[src/rtl/instruction_fetch.sv]
// Instruction fetch front end: owns the PC, fetches one word at a time over a
// req/ack handshake, holds it for the datapath and halts on an undecoded opcode.
module instruction_fetch #(
  parameter int                   PC_WIDTH    = 16,
  parameter int                   INSTR_WIDTH = 16,
  parameter logic [PC_WIDTH-1:0]  RESET_PC    = '0,
  parameter int                   PC_INC      = 2
) (
  input  logic                   Clock,
  input  logic                   Reset,
  output logic                   imem_req,
  output logic [PC_WIDTH-1:0]    imem_addr,
  input  logic                   imem_ack,
  input  logic [INSTR_WIDTH-1:0] imem_rdata,
  input  logic                   Stall,
  input  logic                   BranchTaken,
  input  logic [PC_WIDTH-1:0]    BranchTarget,
  output logic                   InstrValid,
  output logic [INSTR_WIDTH-1:0] Instr,
  output logic [3:0]             OPCODE,
  output logic [PC_WIDTH-1:0]    PC,
  output logic                   IllegalOp,
  output logic                   Halted,
  output logic [15:0]            RetiredCount
);

  typedef enum logic [1:0] {S_FETCH, S_HOLD, S_HALT} state_t;

  state_t                 r_state, w_next;
  logic [PC_WIDTH-1:0]    r_pc;
  logic [INSTR_WIDTH-1:0] r_instr;
  logic                   r_valid;
  logic [15:0]            r_retired;
  logic                   w_fetch_done, w_consume, w_legal;
  logic [3:0]             w_opcode;

  assign w_opcode     = r_instr[INSTR_WIDTH-1 -: 4];
  assign w_fetch_done = (r_state == S_FETCH) && imem_ack;
  assign w_consume    = (r_state == S_HOLD) && !Stall;

  always_comb begin
    case (w_opcode)
      4'h0, 4'h9, 4'hA, 4'hB, 4'hC, 4'hD, 4'hF: w_legal = 1'b1;
      default:                                  w_legal = 1'b0;
    endcase
  end

  always_ff @(posedge Clock) begin
    if (Reset) r_state <= S_FETCH;
    else       r_state <= w_next;
  end

  always_comb begin
    w_next   = r_state;
    imem_req = 1'b0;
    case (r_state)
      S_FETCH: begin
        // Request is masked during Reset so a pending fetch is visibly abandoned.
        imem_req = !Reset;
        if (imem_ack) w_next = S_HOLD;
      end
      S_HOLD:  if (!Stall) w_next = (r_valid && !w_legal) ? S_HALT : S_FETCH;
      S_HALT:  w_next = S_HALT;
      default: w_next = S_FETCH;
    endcase
  end

  always_ff @(posedge Clock) begin
    if (Reset) begin
      r_pc      <= RESET_PC;
      r_instr   <= '0;
      r_valid   <= 1'b0;
      r_retired <= '0;
    end else if (w_fetch_done) begin
      r_instr <= imem_rdata;
      r_valid <= 1'b1;
    end else if (w_consume) begin
      r_retired <= r_retired + 16'd1;
      // An illegal opcode freezes PC/Instr/InstrValid for post-mortem inspection.
      if (w_legal) begin
        r_pc    <= BranchTaken ? BranchTarget : r_pc + PC_WIDTH'(PC_INC);
        r_valid <= 1'b0;
      end
    end
  end

  assign imem_addr    = r_pc;
  assign PC           = r_pc;
  assign Instr        = r_instr;
  assign OPCODE       = w_opcode;
  assign InstrValid   = r_valid;
  assign IllegalOp    = r_valid && !w_legal;
  assign Halted       = (r_state == S_HALT);
  assign RetiredCount = r_retired;

endmodule
[config.mk]
export PLATFORM = sky130hd
export DESIGN_NAME = instruction_fetch
export DESIGN_NICKNAME = d
export VERILOG_FILES = /design/src/rtl/instruction_fetch.sv
export SDC_FILE = /design/constraint.sdc
export NUM_CORES = 1
export LEC_CHECK = 0
export CORE_MARGIN = 4
export CORE_UTILIZATION = 39
export CTS_BUF_LIST = sky130_fd_sc_hd__clkbuf_2 sky130_fd_sc_hd__clkbuf_4 sky130_fd_sc_hd__clkbuf_8
export DETAILED_ROUTE_END_ITERATION = 7
export HOLD_SLACK_MARGIN = 0.06
export PLACE_DENSITY_LB_ADDON = 0.05
export SETUP_SLACK_MARGIN = 0.02
export SYNTH_ARGS = -nofsm -noshare
export SYNTH_HDL_FRONTEND = slang
export SYNTH_SLANG_ARGS = --single-unit
[constraint.sdc]
create_clock -name Clock -period 2.5 [get_ports Clock]
set_clock_uncertainty 0.15 [all_clocks]
set_input_delay 0.5 -clock Clock [delete_from_list [all_inputs] [get_ports Clock]]
set_output_delay 0.5 -clock Clock [all_outputs]
set_load 0.01 [all_outputs]
# Word-level counts from Yosys, hierarchy flattened
# Index checks and enable logic that the tools add are counted.
[totals]
regBits = 51
inputBits = 37
out_inout_bits = 72
elab_cells = 43
[op_classes]
n_addsub = 2
eq_ne = 10
n_mux = 10
n_bitwise = 1
reduce_logical = 15
[ops]
columns = ["op", "n"]
rows = [
  ["$eq 4x4->1 const B", 6],
  ["$add 16x1->16 const B", 1],
  ["$add 16x2->16 const B", 1],
  ["$mux 16", 1],
  ["$reduce_or 7->1", 1],
  ["$mux 2", 3],
  ["$pmux 2 s3", 1],
  ["$reduce_and 2->1", 3],
  ["$mux 1", 5],
  ["$logic_not 4->1", 1],
  ["$ne 2x2->1 const B", 2],
  ["$reduce_bool 2->1", 2],
  ["$logic_and 1x1->1", 3],
  ["$logic_not 1->1", 3],
  ["$reduce_and 3->1", 1],
  ["$eq 2x1->1 const B", 1],
  ["$eq 2x2->1 const B", 1],
  ["$logic_not 2->1", 1],
  ["$not 1->1", 1],
]

# Longest topological paths before layout
# Gate-level depths: netlist (run 1).
[logic_depth]
word_depth = 8
ltp_mapped = 7
mapped_depth_nobuf = 5

# Worst setup path before layout (run 1)
# Ideal clock, no wire load.
[synth_path]
kind = "reg-to-output"
from = "reg r_instr[12] (netlist: Instr[12])"
to = "out IllegalOp"
arrival_time_ns = 1.497
t_required_ns = 1.850
path_slack_ns = 0.353
stages_incl_launch_ff = 6
path_buffers = 2
cell_sequence = "dfxtp_1 or4_4 and4_4 buf_6 buf_6 and2_1"
[synth_via]
elab_chain_len = 5
[synth_lines]
columns = ["element", "line", "text"]
rows = [
  ["start: declaration", "31", "logic [INSTR_WIDTH-1:0] r_instr;"],
  ["start signal: assignment", "75", "r_instr <= imem_rdata;"],
  ["$eq 4x4->1 or $logic_not 4->1 (tied branches)", "42", "case (w_opcode)"],
  ["$reduce_or 7->1 *", "42", ""],
  ["$mux 1 *", "42", ""],
  ["$logic_not 1->1 *", "92", "assign IllegalOp = r_valid && !w_legal;"],
  ["$logic_and 1x1->1 *", "92", ""],
  ["end: declaration", "22", "output logic IllegalOp,"],
]
# Every way passes the cells marked *; elsewhere a longest branch is shown, timed or not.

# Worst setup path in the final report (run 1)
# Same ends and word-level chain as after synthesis.

==> impl_results.md, run 1 <==
* Pin count of the biggest net entering global routing at 53
* Endpoints failing setup at 0
* Capture point of the worst path: IllegalOp
* Post-placement cell count at 478
* Fraction of the yosys area taken by sequential cells at 0.383
* Fraction of registers with async set or reset after synthesis at 0
* Worst slack, placed at 39.2 ps
* # port buffers at 108
* Number of CTS-inserted buffers at 5
* Lkg Pwr at 1.28 nW
* Data arrival time of the critical path at 1650 ps
* R2r setup slk at 380 ps
* Setup TNS at 0 ps
* GRT overflow at 0
* Synth Net Count at 368
* Detailed Place HPWL at 5180 um
* H-tree level count at 2
* Drt first pass iters at 4
* Clock tree from TritonCTS: done
* Setup slack after layout at 202 ps
* Number of antenna violations at the first check in global routing at 0
* Power density relative to cell area at 455 nW/um^2
* Wirelength, routed at 7390 um
* Headroom to the max-slew limit at 0.623
* Worst hold-check slack at 309 ps
* Maximum VDD drop at 264 uV
* Effective utilization at floorplan at 0.411
* Distinct cell type count after synthesis at 54
* Count of warnings emitted by yosys at 0
* Post-route clock period utilization at 0.919
* Time the worst path needs with I/O delays and setup at 2300 ps
* Setup crit end kind: output pin
* Maximum buffer depth of the clock tree at 2
* Post-synth top flop: sky130_fd_sc_hd__dfxtp_1
* Critical R2R Capture: PC[15]$_SDFFE_PP0P_
* Crit. Startpoint: Instr[12]$_SDFFE_PP0P_
* Iter 0 DRT Violations at 107
* Final-report hold violation count at 0
* CP required at 1850 ps
* Placement Rows at 29
* P&R area growth vs syn at 40.4%
* Series of cell instances along the critical path: or4_4 -> and4_4 -> and2_1 -> clkbuf_2
* Global-route wire length before repair at 12,400 um
* Worst reg-to-reg path cell count at 5
* EDFF count, synth at 0
* Clock latency of the later-clocked register in the worst-skew pair at 300 ps
* Layout cell share with drive strength beyond 1 at 0.0636
* Number of ports placed on the die boundary at 109
* Antenna diode count at 0
* Hold crit path type: reg -> reg
* Core Region at 6490 sq um
* Max Slew Vio Count at 0
* Startpoint of the lowest-slack register-to-register path: PC[1]$_SDFFE_PP0P_
* Post-synthesis instance area at 2670 sq um
* Die width at 90.7 um
* Clock transition at the registers of the reported paths at 90 ps
* Fmax at 435 MHz
* Critical path type: reg -> out
* Detail-routed via count per cell at 5.46
* Crit path largest cell delay at 530 ps
* Root Buffer Master: sky130_fd_sc_hd__clkbuf_8
* Synthesized area divided by synthesized cell count at 8.11 sq um
* Mean routed wirelength per cell at 15.2 um
* Net count, final at 447
* Number of sinks handled by clock tree synthesis at 51
* Via count at 2,654
* Synthesis-stage register bit count at 51
* Die span in y at 90.7 um
* Critical path fanouts, max at 5
* Filler-free cell count of the finished design at 486
* Cell with the largest stage delay on the worst path: sky130_fd_sc_hd__or4_4
* Slew at the pin closest to its max-slew limit at 564 ps
* RSZ-0062 raised after global routing: no
* Cell count after synthesis at 329
* CP Launch Type: flip-flop
* Outcome: complete, no violations
* Number of global-route vias before repair at 2,496
* Full die area at 8230 sq um
* All-Layer GR Usage at 0.178
* Maximum Capacitance Violations at 0
* Final ANT Viol Nets at 0
* Fill count at 607
* Setup Buffers After CTS at 0
* Residual DRC count at 0
* Final RePlAce weighted congestion at 0.758
-- cells in the final DEF (no fill, tap or decap), types with 3 or more instances in the layout --
master / Yosys / layout
sky130_fd_sc_hd__clkdlybuf4s50_1: 0 / 106
sky130_fd_sc_hd__nand2_1: 57 / 57
sky130_fd_sc_hd__dfxtp_1: 51 / 49
sky130_fd_sc_hd__a21oi_1: 32 / 32
sky130_fd_sc_hd__nor2_1: 21 / 21
sky130_fd_sc_hd__nand4_1: 11 / 11
sky130_fd_sc_hd__o31ai_1: 10 / 10
sky130_fd_sc_hd__nand3_1: 8 / 8
sky130_fd_sc_hd__a31oi_1: 7 / 7
sky130_fd_sc_hd__clkbuf_8: 0 / 7
sky130_fd_sc_hd__nor3_1: 6 / 6
sky130_fd_sc_hd__and4_1: 5 / 5
sky130_fd_sc_hd__and3_1: 5 / 5
sky130_fd_sc_hd__a211oi_1: 5 / 5
sky130_fd_sc_hd__xnor2_1: 5 / 5
sky130_fd_sc_hd__xor2_1: 5 / 5
sky130_fd_sc_hd__buf_4: 20 / 5
sky130_fd_sc_hd__and2_1: 4 / 4
sky130_fd_sc_hd__o311ai_1: 4 / 4
sky130_fd_sc_hd__or4_1: 3 / 3
sky130_fd_sc_hd__inv_1: 3 / 3
sky130_fd_sc_hd__mux2i_1: 3 / 3
sky130_fd_sc_hd__o32ai_1: 3 / 3
sky130_fd_sc_hd__o21ai_0: 3 / 3
-- how the worst min path moves through the flow --
stage / depth (start not counted) / to / start / slack, ps
global route: 2 / Instr[0]$_SDFFE_PP0P_ / Instr[0]$_SDFFE_PP0P_ / 330
finish: 2 / Instr[0]$_SDFFE_PP0P_ / Instr[0]$_SDFFE_PP0P_ / 310
floorplan: 2 / Instr[0]$_SDFFE_PP0P_ / Instr[0]$_SDFFE_PP0P_ / 330
CTS: 2 / Instr[0]$_SDFFE_PP0P_ / Instr[0]$_SDFFE_PP0P_ / 310
global placement: 2 / Instr[11]$_SDFFE_PP0P_ / Instr[11]$_SDFFE_PP0P_ / 290
detailed placement: 2 / Instr[6]$_SDFFE_PP0P_ / Instr[6]$_SDFFE_PP0P_ / 300
-- per-layer routing --
layer | up-vias | track usage | wire (um)
li1 | 1337 | - | -
met2 | 100 | 0.276 | 3250
met1 | 1212 | 0.231 | 3350
met5 | - | 0 | 0
met3 | 5 | 0.0717 | 735
met4 | 0 | 0.0421 | 55
-- cells by family (layout without fill, tap and decap cells) --
logic type                 after synthesis  in the layout  share of synthesized area
muxes                                    3              3                     0.0113
DFF                                     51             51                      0.383
xor gates and xnor gates                10             10                     0.0328
and+or+nand+nor                        135            135                      0.255
buffers and inverters                   46            126                      0.100
AOI/OAI and AO/OA                       82             82                      0.209
adders and majority gates                2              2                    0.00938
-- final cells by class --
cell class / instances / area [sq um] / area share
clock buffers: 7 / 96.3 / 0.0257
clock inverters: 1 / 7.51 / 0.00200
inverters: 4 / 15.0 / 0.00401
multi-input cells: 232 / 1380 / 0.368
flip-flops and latches: 51 / 1020 / 0.273
well taps: 77 / 96.3 / 0.0257
repair buffers: 114 / 1130 / 0.301
-- report_power, final --
part	switching, mW	internal [mW]	leakage (nW)	total (mW)
clock	0.277	0.252	0.0505	0.529
sequential	0.0289	0.839	0.415	0.868
combinational	0.145	0.162	0.817	0.307
-- synth_stat cells, types with 2 or more instances --
cell type	count	area (sq um)
sky130_fd_sc_hd__nand3b_1	2	15.0
sky130_fd_sc_hd__dfxtp_1	51	1020
sky130_fd_sc_hd__a211o_1	2	17.5
sky130_fd_sc_hd__a41oi_1	2	17.5
sky130_fd_sc_hd__o32ai_1	3	26.3
sky130_fd_sc_hd__xor2_1	5	43.8
sky130_fd_sc_hd__ha_1	2	25.0
sky130_fd_sc_hd__o41ai_1	2	17.5
sky130_fd_sc_hd__nor2_1	21	78.8
sky130_fd_sc_hd__inv_1	3	11.3
sky130_fd_sc_hd__mux2i_1	3	30.0
sky130_fd_sc_hd__and4_1	5	43.8
sky130_fd_sc_hd__a211oi_1	5	37.5
sky130_fd_sc_hd__buf_6	2	22.5
sky130_fd_sc_hd__buf_4	20	150
sky130_fd_sc_hd__o21ai_0	3	15.0
sky130_fd_sc_hd__a31o_2	2	17.5
sky130_fd_sc_hd__xnor2_1	5	43.8
sky130_fd_sc_hd__and2_1	4	25.0
sky130_fd_sc_hd__nand2_1	57	214
sky130_fd_sc_hd__a21oi_1	32	160
sky130_fd_sc_hd__buf_2	3	15.0
sky130_fd_sc_hd__o311ai_1	4	35.0
sky130_fd_sc_hd__o31ai_1	10	75.1
sky130_fd_sc_hd__nand4_1	11	68.8
sky130_fd_sc_hd__or4_1	3	22.5
sky130_fd_sc_hd__nand3_1	8	40.0
sky130_fd_sc_hd__a31oi_1	7	43.8
sky130_fd_sc_hd__and3_1	5	31.3
sky130_fd_sc_hd__a32oi_1	2	17.5
sky130_fd_sc_hd__clkbuf_1	16	60.1
sky130_fd_sc_hd__nor3_1	6	30.0
sky130_fd_sc_hd__nor2b_1	2	12.5
-- worst max-delay path, delay by kind of cell (launching register included) --
| kind | cells | cell delay [ps] |
|---|---|---|
| simple gates | 3 | 870 |
| flops | 1 | 350 |
| buf+inv | 1 | 130 |
-- flip-flops by register name (all words and copies together) (netlist names) --
register      flops
InstrValid        1
RetiredCount     16
Instr            16
PC               16
r_state           2
-- stage by stage --
stage | instance area (sq um) | utilization | total power, mW
final | 3750 | 0.577 | 1.70
after global routing | 3750 | 0.577 | 1.79
after CTS | 3750 | 0.577 | 1.73
after detailed placement | 3640 | 0.561 | 1.20
after global placement | 3640 | 0.561 | 1.19
after floorplan | 2670 | - | 1.05
-- what timing repair did --
item / 4_1_cts / 5_1_grt
endpoints found under the setup margin: 1 / 1
gates resized for setup: 2 / 3
hold buffers: 0 / 0
Power figures use the tool's default switching activity.
==> inputs of run 2 (changes only) <==
--- a/config.mk
+++ b/config.mk
@@ -15,3 +15,4 @@
 export SYNTH_ARGS = -nofsm -noshare
 export SYNTH_HDL_FRONTEND = slang
 export SYNTH_SLANG_ARGS = --single-unit
+export TNS_END_PERCENT = 5
==> results of run 2 <==
No change in the layout: final DEF, timing and power equal those of run 1.
